==> config.mk <==
export PLATFORM = sky130hd
export DESIGN_NAME = vga_timing_gen_flat
export DESIGN_NICKNAME = d
export VERILOG_FILES = /design/src/rtl/vga_timing_gen_if.sv /design/src/rtl/vga_timing_gen.sv /design/src/flat_wrapper.sv
export SDC_FILE = /design/constraint.sdc
export NUM_CORES = 1
export LEC_CHECK = 0
export CORE_UTILIZATION = 40
export CTS_CLUSTER_SIZE = 25
export DETAILED_ROUTE_END_ITERATION = 8
export PLACE_DENSITY_LB_ADDON = 0.2
export SYNTH_ARGS = -nofsm -noshare
export SYNTH_HDL_FRONTEND = slang
export SYNTH_SLANG_ARGS = --single-unit
==> constraint.sdc <==
create_clock -name vga_pclk -period 3.22 [get_ports vga_pclk]
set_clock_uncertainty 0.15 [all_clocks]
set_input_delay 0.644 -clock vga_pclk [delete_from_list [all_inputs] [get_ports vga_pclk]]
set_output_delay 0.644 -clock vga_pclk [all_outputs]
set_load 0.005 [all_outputs]
==> src/rtl/vga_timing_gen_if.sv <==
// vga_timing_gen_if: raster timing bundle between the timing generator and its consumer
//   vga_pix_en      consumer -> generator  pixel advance enable
//   vga_hsync       generator -> consumer  horizontal sync
//   vga_vsync       generator -> consumer  vertical sync
//   vga_valid       generator -> consumer  active-area flag
//   vga_h_cnt       generator -> consumer  pixel column
//   vga_v_cnt       generator -> consumer  line number
//   vga_line_start  generator -> consumer  line start strobe
//   vga_frame_start generator -> consumer  frame start strobe
interface vga_timing_gen_if #(
   parameter int H_CNT_W = 12,
   parameter int V_CNT_W = 11
);
   logic               vga_pix_en;
   logic               vga_hsync;
   logic               vga_vsync;
   logic               vga_valid;
   logic [H_CNT_W-1:0] vga_h_cnt;
   logic [V_CNT_W-1:0] vga_v_cnt;
   logic               vga_line_start;
   logic               vga_frame_start;
   modport master (
      input  vga_pix_en,
      output vga_hsync, vga_vsync, vga_valid, vga_h_cnt, vga_v_cnt, vga_line_start, vga_frame_start
   );
   modport slave (
      output vga_pix_en,
      input  vga_hsync, vga_vsync, vga_valid, vga_h_cnt, vga_v_cnt, vga_line_start, vga_frame_start
   );
endinterface

==> src/rtl/vga_timing_gen.sv <==
// vga_timing_gen: parametrised VGA raster timing generator (counts, syncs, valid, line/frame strobes)
//   vga_pclk  in   pixel clock
//   vga_rst   in   synchronous reset, active-high
//   bus       vga_timing_gen_if.master: pix_en in; hsync, vsync, valid, h_cnt, v_cnt,
//             line_start, frame_start out
// Optional feature: define VGA_TIMING_DELAY_EN to pass sync/valid/strobes through DELAY extra
// pix_en-gated stages; counts are not delayed and therefore lead those outputs by DELAY pixels.
module vga_timing_gen #(
   parameter int H_ACTIVE = 640,
   parameter int H_FP     = 16,
   parameter int H_SYNC   = 96,
   parameter int H_BP     = 48,
   parameter int V_ACTIVE = 480,
   parameter int V_FP     = 10,
   parameter int V_SYNC   = 2,
   parameter int V_BP     = 33,
   parameter bit H_POL    = 1'b0,
   parameter bit V_POL    = 1'b0,
   parameter int H_CNT_W  = 12,
   parameter int V_CNT_W  = 11,
   parameter int DELAY    = 2
) (
   input logic              vga_pclk,
   input logic              vga_rst,
   vga_timing_gen_if.master bus
);
   localparam int HT = H_ACTIVE + H_FP + H_SYNC + H_BP;
   localparam int VT = V_ACTIVE + V_FP + V_SYNC + V_BP;
   localparam logic [H_CNT_W-1:0] H_LAST = H_CNT_W'(HT - 1);
   localparam logic [V_CNT_W-1:0] V_LAST = V_CNT_W'(VT - 1);
   localparam logic [H_CNT_W-1:0] H_ACT  = H_CNT_W'(H_ACTIVE);
   localparam logic [V_CNT_W-1:0] V_ACT  = V_CNT_W'(V_ACTIVE);
   localparam logic [H_CNT_W-1:0] HS_BEG = H_CNT_W'(H_ACTIVE + H_FP);
   localparam logic [H_CNT_W-1:0] HS_END = H_CNT_W'(H_ACTIVE + H_FP + H_SYNC);
   localparam logic [V_CNT_W-1:0] VS_BEG = V_CNT_W'(V_ACTIVE + V_FP);
   localparam logic [V_CNT_W-1:0] VS_END = V_CNT_W'(V_ACTIVE + V_FP + V_SYNC);
   // Timing bundle bit order: {hsync, vsync, valid, line_start, frame_start}
   localparam logic [4:0] INACT = {~H_POL, ~V_POL, 3'b000};
   logic [H_CNT_W-1:0] r_h, r_h_cnt;
   logic [V_CNT_W-1:0] r_v, r_v_cnt;
   logic [4:0]         r_s0;
   logic [4:0]         w_cur;
   logic [4:0]         w_out;
   logic               r_adv;
   logic               w_h_wrap;
   logic               w_v_wrap;
   assign w_h_wrap = r_h == H_LAST;
   assign w_v_wrap = r_v == V_LAST;
   assign w_cur = {(r_h >= HS_BEG && r_h < HS_END) ? H_POL : ~H_POL,
                   (r_v >= VS_BEG && r_v < VS_END) ? V_POL : ~V_POL,
                   r_h < H_ACT && r_v < V_ACT,
                   r_h == '0,
                   r_h == '0 && r_v == '0};
   always_ff @(posedge vga_pclk) begin
      if (vga_rst) begin
         r_h     <= '0;
         r_v     <= '0;
         r_h_cnt <= '0;
         r_v_cnt <= '0;
         r_s0    <= INACT;
         r_adv   <= 1'b0;
      end else begin
         r_adv <= bus.vga_pix_en;
         if (bus.vga_pix_en) begin
            r_h     <= w_h_wrap ? '0 : r_h + 1'b1;
            r_v     <= w_h_wrap ? (w_v_wrap ? '0 : r_v + 1'b1) : r_v;
            r_h_cnt <= r_h;
            r_v_cnt <= r_v;
            r_s0    <= w_cur;
         end
      end
   end
`ifdef VGA_TIMING_DELAY_EN
   logic [4:0] r_dl [DELAY];
   always_ff @(posedge vga_pclk) begin
      if (vga_rst) begin
         for (int i = 0; i < DELAY; i++) r_dl[i] <= INACT;
      end else if (bus.vga_pix_en) begin
         r_dl[0] <= r_s0;
         for (int i = 1; i < DELAY; i++) r_dl[i] <= r_dl[i-1];
      end
   end
   assign w_out = r_dl[DELAY-1];
`else
   assign w_out = r_s0;
`endif
   // Strobe bits hold with the stage on idle cycles; r_adv limits them to the clock after an advance
   assign bus.vga_hsync       = w_out[4];
   assign bus.vga_vsync       = w_out[3];
   assign bus.vga_valid       = w_out[2];
   assign bus.vga_line_start  = w_out[1] & r_adv;
   assign bus.vga_frame_start = w_out[0] & r_adv;
   assign bus.vga_h_cnt       = r_h_cnt;
   assign bus.vga_v_cnt       = r_v_cnt;
endmodule

==> src/flat_wrapper.sv <==
// flat-port wrapper written by rule: the top's interface ports become plain ports
module vga_timing_gen_flat 
#(
   parameter int H_ACTIVE = 640,
   parameter int H_FP     = 16,
   parameter int H_SYNC   = 96,
   parameter int H_BP     = 48,
   parameter int V_ACTIVE = 480,
   parameter int V_FP     = 10,
   parameter int V_SYNC   = 2,
   parameter int V_BP     = 33,
   parameter bit H_POL    = 1'b0,
   parameter bit V_POL    = 1'b0,
   parameter int H_CNT_W  = 12,
   parameter int V_CNT_W  = 11,
   parameter int DELAY    = 2
)
  (vga_pclk, vga_rst, bus_vga_pix_en, bus_vga_hsync, bus_vga_vsync, bus_vga_valid, bus_vga_h_cnt, bus_vga_v_cnt, bus_vga_line_start, bus_vga_frame_start);
  vga_timing_gen_if #(.H_CNT_W(H_CNT_W), .V_CNT_W(V_CNT_W)) bus_i ();
  input logic vga_pclk;
  input logic vga_rst;
  input wire logic [$bits(bus_i.vga_pix_en)-1:0] bus_vga_pix_en;
  output wire logic [$bits(bus_i.vga_hsync)-1:0] bus_vga_hsync;
  output wire logic [$bits(bus_i.vga_vsync)-1:0] bus_vga_vsync;
  output wire logic [$bits(bus_i.vga_valid)-1:0] bus_vga_valid;
  output wire logic [$bits(bus_i.vga_h_cnt)-1:0] bus_vga_h_cnt;
  output wire logic [$bits(bus_i.vga_v_cnt)-1:0] bus_vga_v_cnt;
  output wire logic [$bits(bus_i.vga_line_start)-1:0] bus_vga_line_start;
  output wire logic [$bits(bus_i.vga_frame_start)-1:0] bus_vga_frame_start;
  assign bus_i.vga_pix_en = bus_vga_pix_en;
  assign bus_vga_hsync = bus_i.vga_hsync;
  assign bus_vga_vsync = bus_i.vga_vsync;
  assign bus_vga_valid = bus_i.vga_valid;
  assign bus_vga_h_cnt = bus_i.vga_h_cnt;
  assign bus_vga_v_cnt = bus_i.vga_v_cnt;
  assign bus_vga_line_start = bus_i.vga_line_start;
  assign bus_vga_frame_start = bus_i.vga_frame_start;
  vga_timing_gen #(.H_ACTIVE(H_ACTIVE), .H_FP(H_FP), .H_SYNC(H_SYNC), .H_BP(H_BP), .V_ACTIVE(V_ACTIVE), .V_FP(V_FP), .V_SYNC(V_SYNC), .V_BP(V_BP), .H_POL(H_POL), .V_POL(V_POL), .H_CNT_W(H_CNT_W), .V_CNT_W(V_CNT_W), .DELAY(DELAY)) u_core (.vga_pclk(vga_pclk), .vga_rst(vga_rst), .bus(bus_i));
endmodule
# Word-level counts from Yosys, hierarchy flattened
# Index checks and enable logic that the tools add are counted.
[totals]
out_inout_bits = 28
regBits = 52
wordCells = 29
[classes]
order_cmp = 6
add_sub_neg = 2
n_bitwise = 2
mux = 4
n_reduce_logical = 7
eq_ne = 2
[ops]
columns = ["operator", "count"]
rows = [
  ["12-bit by 10-bit less-than comparator with 1-bit output, second input constant", 2],
  ["11-bit by 9-bit less-than comparator with 1-bit output, second input constant", 2],
  ["12-bit by 1-bit adder with 12-bit output, second input constant", 1],
  ["12-bit by 10-bit == test with 1-bit output, second input constant", 1],
  ["12-bit by 10-bit >= comparator with 1-bit output, second input constant", 1],
  ["12-bit zero test", 1],
  ["12-bit two-way mux", 1],
  ["11-bit by 1-bit adder with 11-bit output, second input constant", 1],
  ["11-bit by 10-bit == test with 1-bit output, second input constant", 1],
  ["11-bit by 9-bit >= comparator with 1-bit output, second input constant", 1],
  ["11-bit zero test", 1],
  ["11-bit two-way mux", 1],
  ["1-bit logical AND", 4],
  ["1-bit bitwise AND", 2],
  ["1-bit two-way mux", 2],
  ["2-bit AND reduction", 1],
]

# Logic depth before layout (Yosys ltp)
[depth]
word_depth = 3
mapped_depth = 6

# Worst setup path before layout
# No wires, ideal clock.
[synth_path]
path_type = "input -> register"
from = "in bus_vga_pix_en"
to = "reg u_core.r_v[5]"
setup_ps = 74
n_path_buf = 0
setup_slack_ps = 967
arrival_time_ps = 2029
required_ps = 2996
path_stages = 4
path_cell_list = "nand4_1 -> or4_4 -> or4_1 -> o21ai_0"
[synth_via]
elab_chain_cells = 1
[synth_rtl]
columns = ["item", "line_no", "rtl"]
rows = [
  ["start: declaration", "flat_wrapper.sv:22", "input wire logic [$bits(bus_i.vga_pix_en)-1:0] bus_vga_pix_en;"],
  ["2-bit AND reduction (no line)", "n/a", ""],
  ["end signal: assignment", "vga_timing_gen.sv:66", "r_v <= w_h_wrap ? (w_v_wrap ? '0 : r_v + 1'b1) : r_v;"],
  ["end: declaration", "vga_timing_gen.sv:40", "logic [V_CNT_W-1:0] r_v, r_v_cnt;"],
]
# No other way between the ends.
# A chain may end at the register's enable or synchronous reset.

# Final worst setup path
[layout_path]
from = "reg u_core.r_h[2]"
to = "reg u_core.r_v[1]"
[layout_via]
elab_chain_cells = 2
[layout_rtl]
columns = ["item", "line_no", "rtl"]
rows = [
  ["start: declaration", "vga_timing_gen.sv:39", "logic [H_CNT_W-1:0] r_h, r_h_cnt;"],
  ["start signal: assignment", "vga_timing_gen.sv:65", "r_h <= w_h_wrap ? '0 : r_h + 1'b1;"],
  ["12-bit by 10-bit == test with 1-bit output", "vga_timing_gen.sv:47", "assign w_h_wrap = r_h == H_LAST;"],
  ["2-bit AND reduction (no line)", "n/a", ""],
]
# No other way between the ends.

==> flow_metrics.env <==
export IMPL_run_status="complete, no violations"
export IMPL_hold_slack_ns=0.322
export IMPL_cts_setup_buffers=0
export IMPL_dp_final_hpwl_mm=3.30
export IMPL_hold_path_cell_count=2
export IMPL_place_gp_congestion=0.867
export IMPL_clk_root_buffer_cell="sky130_fd_sc_hd__clkbuf_8"
export IMPL_grt_pass1_wl_mm=8.49
export IMPL_setup_repair_after_global_routing_missed_its_margin="no"
export IMPL_area_delta_synth_final_pct=19.9
export IMPL_setup_violations=0
export IMPL_timing_hold_worst_class="flip-flop to flip-flop"
export IMPL_ys_warnings_count=0
export IMPL_power_density_nw_per_um2=399
export IMPL_clock_fmax_mhz=419
export IMPL_swShare=0.230
export IMPL_die_h_um=78.1
export IMPL_min_period_ns=2.39
export IMPL_drt_antenna_violating_nets=0
export IMPL_cts_buffers=5
export IMPL_muxShareOfSynthArea=0.109
export IMPL_synth_top_flop_cell="sky130_fd_sc_hd__dfxtp_1"
export IMPL_netlist_area_um2=2320
export IMPL_fin_tns_setup_ns=0
export IMPL_actual_slew_at_the_worst_max_slew_pin_ns=0.576
export IMPL_ioPinCount=31
export IMPL_clock_path_buffers=2
export IMPL_ff2ff_path_depth=5
export IMPL_cp_start_kind="flip-flop"
export IMPL_maximum_number_of_pins_on_one_net_before_global_route_repair=38
export IMPL_overflow=0
export IMPL_slew_headroom=0.612
export IMPL_ir_worst_vdd_mv=0.148
export IMPL_path_clk_slew_ns=0.09
export IMPL_complex_gate_fraction_of_the_synthesized_area=0.109
export IMPL_core_area_um2=5540
export IMPL_first_pass_iters=4
export IMPL_holdPathEnd="u_core.r_s0[1]"
export IMPL_dominant_combinational_cell_family_by_area_after_synthesis="simple AND/OR/NAND/NOR gates"
export IMPL_port_buffers=30
export IMPL_routedWlPerCell_um=14.0
export IMPL_timing_final_hold_violations=0
export IMPL_floorplan_initialDensity=0.418
export IMPL_power_clock_fraction=0.352
export IMPL_critPathKind="flip-flop to flip-flop"
export IMPL_clk_latency_ns=0.31
export IMPL_grt_util_all_layers=0.176
export IMPL_internal_power_w=0.000854
export IMPL_share_seq_of_total_power=0.590
export IMPL_fin_crit_sh=0.741
export IMPL_synthesis_area_per_instance_um2=9.19
export IMPL_grt_pass1_vias=1785
export IMPL_crit_fanout=10
export IMPL_post_synth_fa_ha_maj_area_fraction=0.0270
export IMPL_fraction_of_the_yosys_area_taken_by_sequential_cells=0.449
export IMPL_num_antenna_cells=0
export IMPL_via_count=1863
export IMPL_worstHoldStart="u_core.r_s0[1]"
export IMPL_tritoncts_num_sinks=52
export IMPL_synthesis_instances=252
export IMPL_ctsResizeCount=0
export IMPL_synth_ff_latch_count=52
export IMPL_post_route_core_utilization=0.501
export IMPL_mappedNetlistNets=260
export IMPL_share_comb_of_total_power=0.058
export IMPL_slew_violations=0
export IMPL_yosys_area_share_simple=0.230
export IMPL_design_final_nets=288
export IMPL_crit_required_ns=3.25
export IMPL_wl_mm=4.95
export IMPL_synth_xor_area_share=0.0265
export IMPL_overall_power_after_layout_w=0.00111
export IMPL_design_die_area_um2=6100
export IMPL_initial_antenna_violation_count=0
export IMPL_critical_path_reg2reg_startpoint="u_core.r_h[2]"
export IMPL_cts_tree="yes"
export IMPL_switching_power_w=0.000255
export IMPL_viasPerCell=5.28
export IMPL_placementRows=27
export IMPL_drt_iter0_markers=96
export IMPL_reg2reg_slack_ns=0.83
export IMPL_post_synth_edffs=0
export IMPL_ys_types=47
export IMPL_setup_worst_path_end_class="flip-flop"
export IMPL_cp_data_arrival_time_ns=2.42
export IMPL_max_cap_violations=0
export IMPL_drcViolationCount=0
export IMPL_p_leak_nw=1.03
export IMPL_htree_num_levels=2
export IMPL_die_w_um=78.1
export IMPL_holdBufCountCts=0
export IMPL_share_of_final_layout_standard_cells_stronger_than_drive_strength_1=0.0783
export IMPL_crit_reg2reg_capture="u_core.r_v[1]"
export IMPL_synth_async_sr_flop_share=0
[stage by stage]
stage / cell area (um2) / cells / worst slack (ns)
6_report: 2780 / 353 / 0.832
5_1_grt: 2780 / 353 / 0.687
4_1_cts: 2780 / 353 / 0.846
3_5_place_dp: 2680 / 345 / 0.665
3_3_place_gp: 2680 / 345 / 0.755
2_1_floorplan: 2320 / 252 / 0.967
[synth_stat cells, types with 2 or more instances]
cell type	number	share of area
sky130_fd_sc_hd__dfxtp_1	52	0.45
sky130_fd_sc_hd__nor2_1	34	0.055
sky130_fd_sc_hd__mux2i_1	23	0.099
sky130_fd_sc_hd__nand4_1	11	0.030
sky130_fd_sc_hd__inv_1	10	0.016
sky130_fd_sc_hd__nand2_1	10	0.016
sky130_fd_sc_hd__o21ai_0	10	0.022
sky130_fd_sc_hd__clkbuf_1	8	0.013
sky130_fd_sc_hd__nand3_1	6	0.013
sky130_fd_sc_hd__nor4_1	6	0.016
sky130_fd_sc_hd__a21oi_1	5	0.011
sky130_fd_sc_hd__ha_1	5	0.027
sky130_fd_sc_hd__nand2b_1	5	0.014
sky130_fd_sc_hd__xor2_1	5	0.019
sky130_fd_sc_hd__and2_1	4	0.011
sky130_fd_sc_hd__nor2b_1	4	0.011
sky130_fd_sc_hd__nor3_1	4	0.0086
sky130_fd_sc_hd__o2bb2ai_1	4	0.015
sky130_fd_sc_hd__and3_1	3	0.0081
sky130_fd_sc_hd__buf_1	3	0.0049
sky130_fd_sc_hd__o31ai_1	3	0.0097
sky130_fd_sc_hd__o41ai_1	3	0.011
sky130_fd_sc_hd__buf_2	2	0.0043
sky130_fd_sc_hd__buf_4	2	0.0065
sky130_fd_sc_hd__mux2_2	2	0.0097
sky130_fd_sc_hd__nor4b_1	2	0.0076
sky130_fd_sc_hd__o211ai_1	2	0.0065
sky130_fd_sc_hd__o22ai_1	2	0.0054
sky130_fd_sc_hd__or3_1	2	0.0054
sky130_fd_sc_hd__or4_1	2	0.0065
sky130_fd_sc_hd__xnor2_1	2	0.0076
[cells by family (layout without fill, tap and decap cells)]
group / after synthesis / in the layout
multiplexers: 25 / 25
AND/OR/NAND/NOR: 100 / 100
buffers and inverters: 26 / 55
flip-flops: 52 / 52
AO/OA/AOI/OAI: 37 / 37
XOR/XNOR: 7 / 7
adder cells (fa/ha/maj): 5 / 5
[final cells by class]
type,count,area (um2)
Clock inverter,1,7.51
Timing Repair Buffer,37,348
Multi-Input combinational cell,174,1170
Inverter,10,37.5
Fill cell,565,2760
Sequential cell,52,1040
Clock buffer,7,86.3
Tap cell,72,90.1
[routing by layer]
layer | GRT usage | wire, um | part of all wire | vias up
met5 | 0 | 0 | 0 | -
met4 | 0.0759 | 56 | 0.011 | 0
met3 | 0.0302 | 289 | 0.058 | 8
met2 | 0.275 | 2110 | 0.43 | 49
met1 | 0.238 | 2490 | 0.50 | 856
li1 | - | - | - | 950
[power groups by stage]
stage	clock network, W	registers, W	logic, W
global route	0.000420	0.000656	0.0000715
finish	0.000390	0.000655	0.0000644
CTS	0.000396	0.000655	0.0000655
detailed placement	0	0.000670	0.0000649
floorplan	0	0.000668	0.0000430
global placement	0	0.000669	0.0000646
[placed cells by master, fill, tap and decap left out, drive strengths merged, types with 6 or more instances in the layout]
master         instances
buf                    8
nand2                 10
nor2                  34
o21ai                 10
clkdlybuf4s50         29
clkbuf                 7
dfxtp                 52
nand4                 11
mux2i                 23
nor4                   6
nand3                  6
inv                   10
[critical path, stage by stage, from the launching register on]
cell and delay, ns:
sky130_fd_sc_hd__dfxtp_1 0.57, sky130_fd_sc_hd__nand4_1 0.32, sky130_fd_sc_hd__buf_4 0.25, sky130_fd_sc_hd__o41ai_2 0.60, sky130_fd_sc_hd__buf_4 0.28, sky130_fd_sc_hd__a22oi_1 0.10
[sequential cells by signal, indices dropped and copies added (netlist names)]
| register | cells |
|---|---|
| u_core.bus.vga_h_cnt | 12 |
| u_core.r_h | 12 |
| u_core.r_v | 11 |
| u_core.r_adv | 1 |
| u_core.r_s0 | 5 |
| u_core.bus.vga_v_cnt | 11 |
[worst max path at each step]
| stage | start | endpoint | slack (ns) | cells after the start |
|---|---|---|---|---|
| detailed placement | vga_rst | u_core.r_v[9] | 0.66 | 5 |
| global route | u_core.r_h[1] | u_core.r_v[2] | 0.69 | 6 |
| global placement | bus_vga_pix_en | u_core.r_h[11] | 0.75 | 6 |
| finish | u_core.r_h[2] | u_core.r_v[1] | 0.83 | 5 |
| floorplan | bus_vga_pix_en | u_core.r_v[5] | 0.97 | 4 |
| CTS | u_core.r_h[1] | u_core.r_v[1] | 0.85 | 6 |
Note: power is estimated with default switching activity, not from simulation.
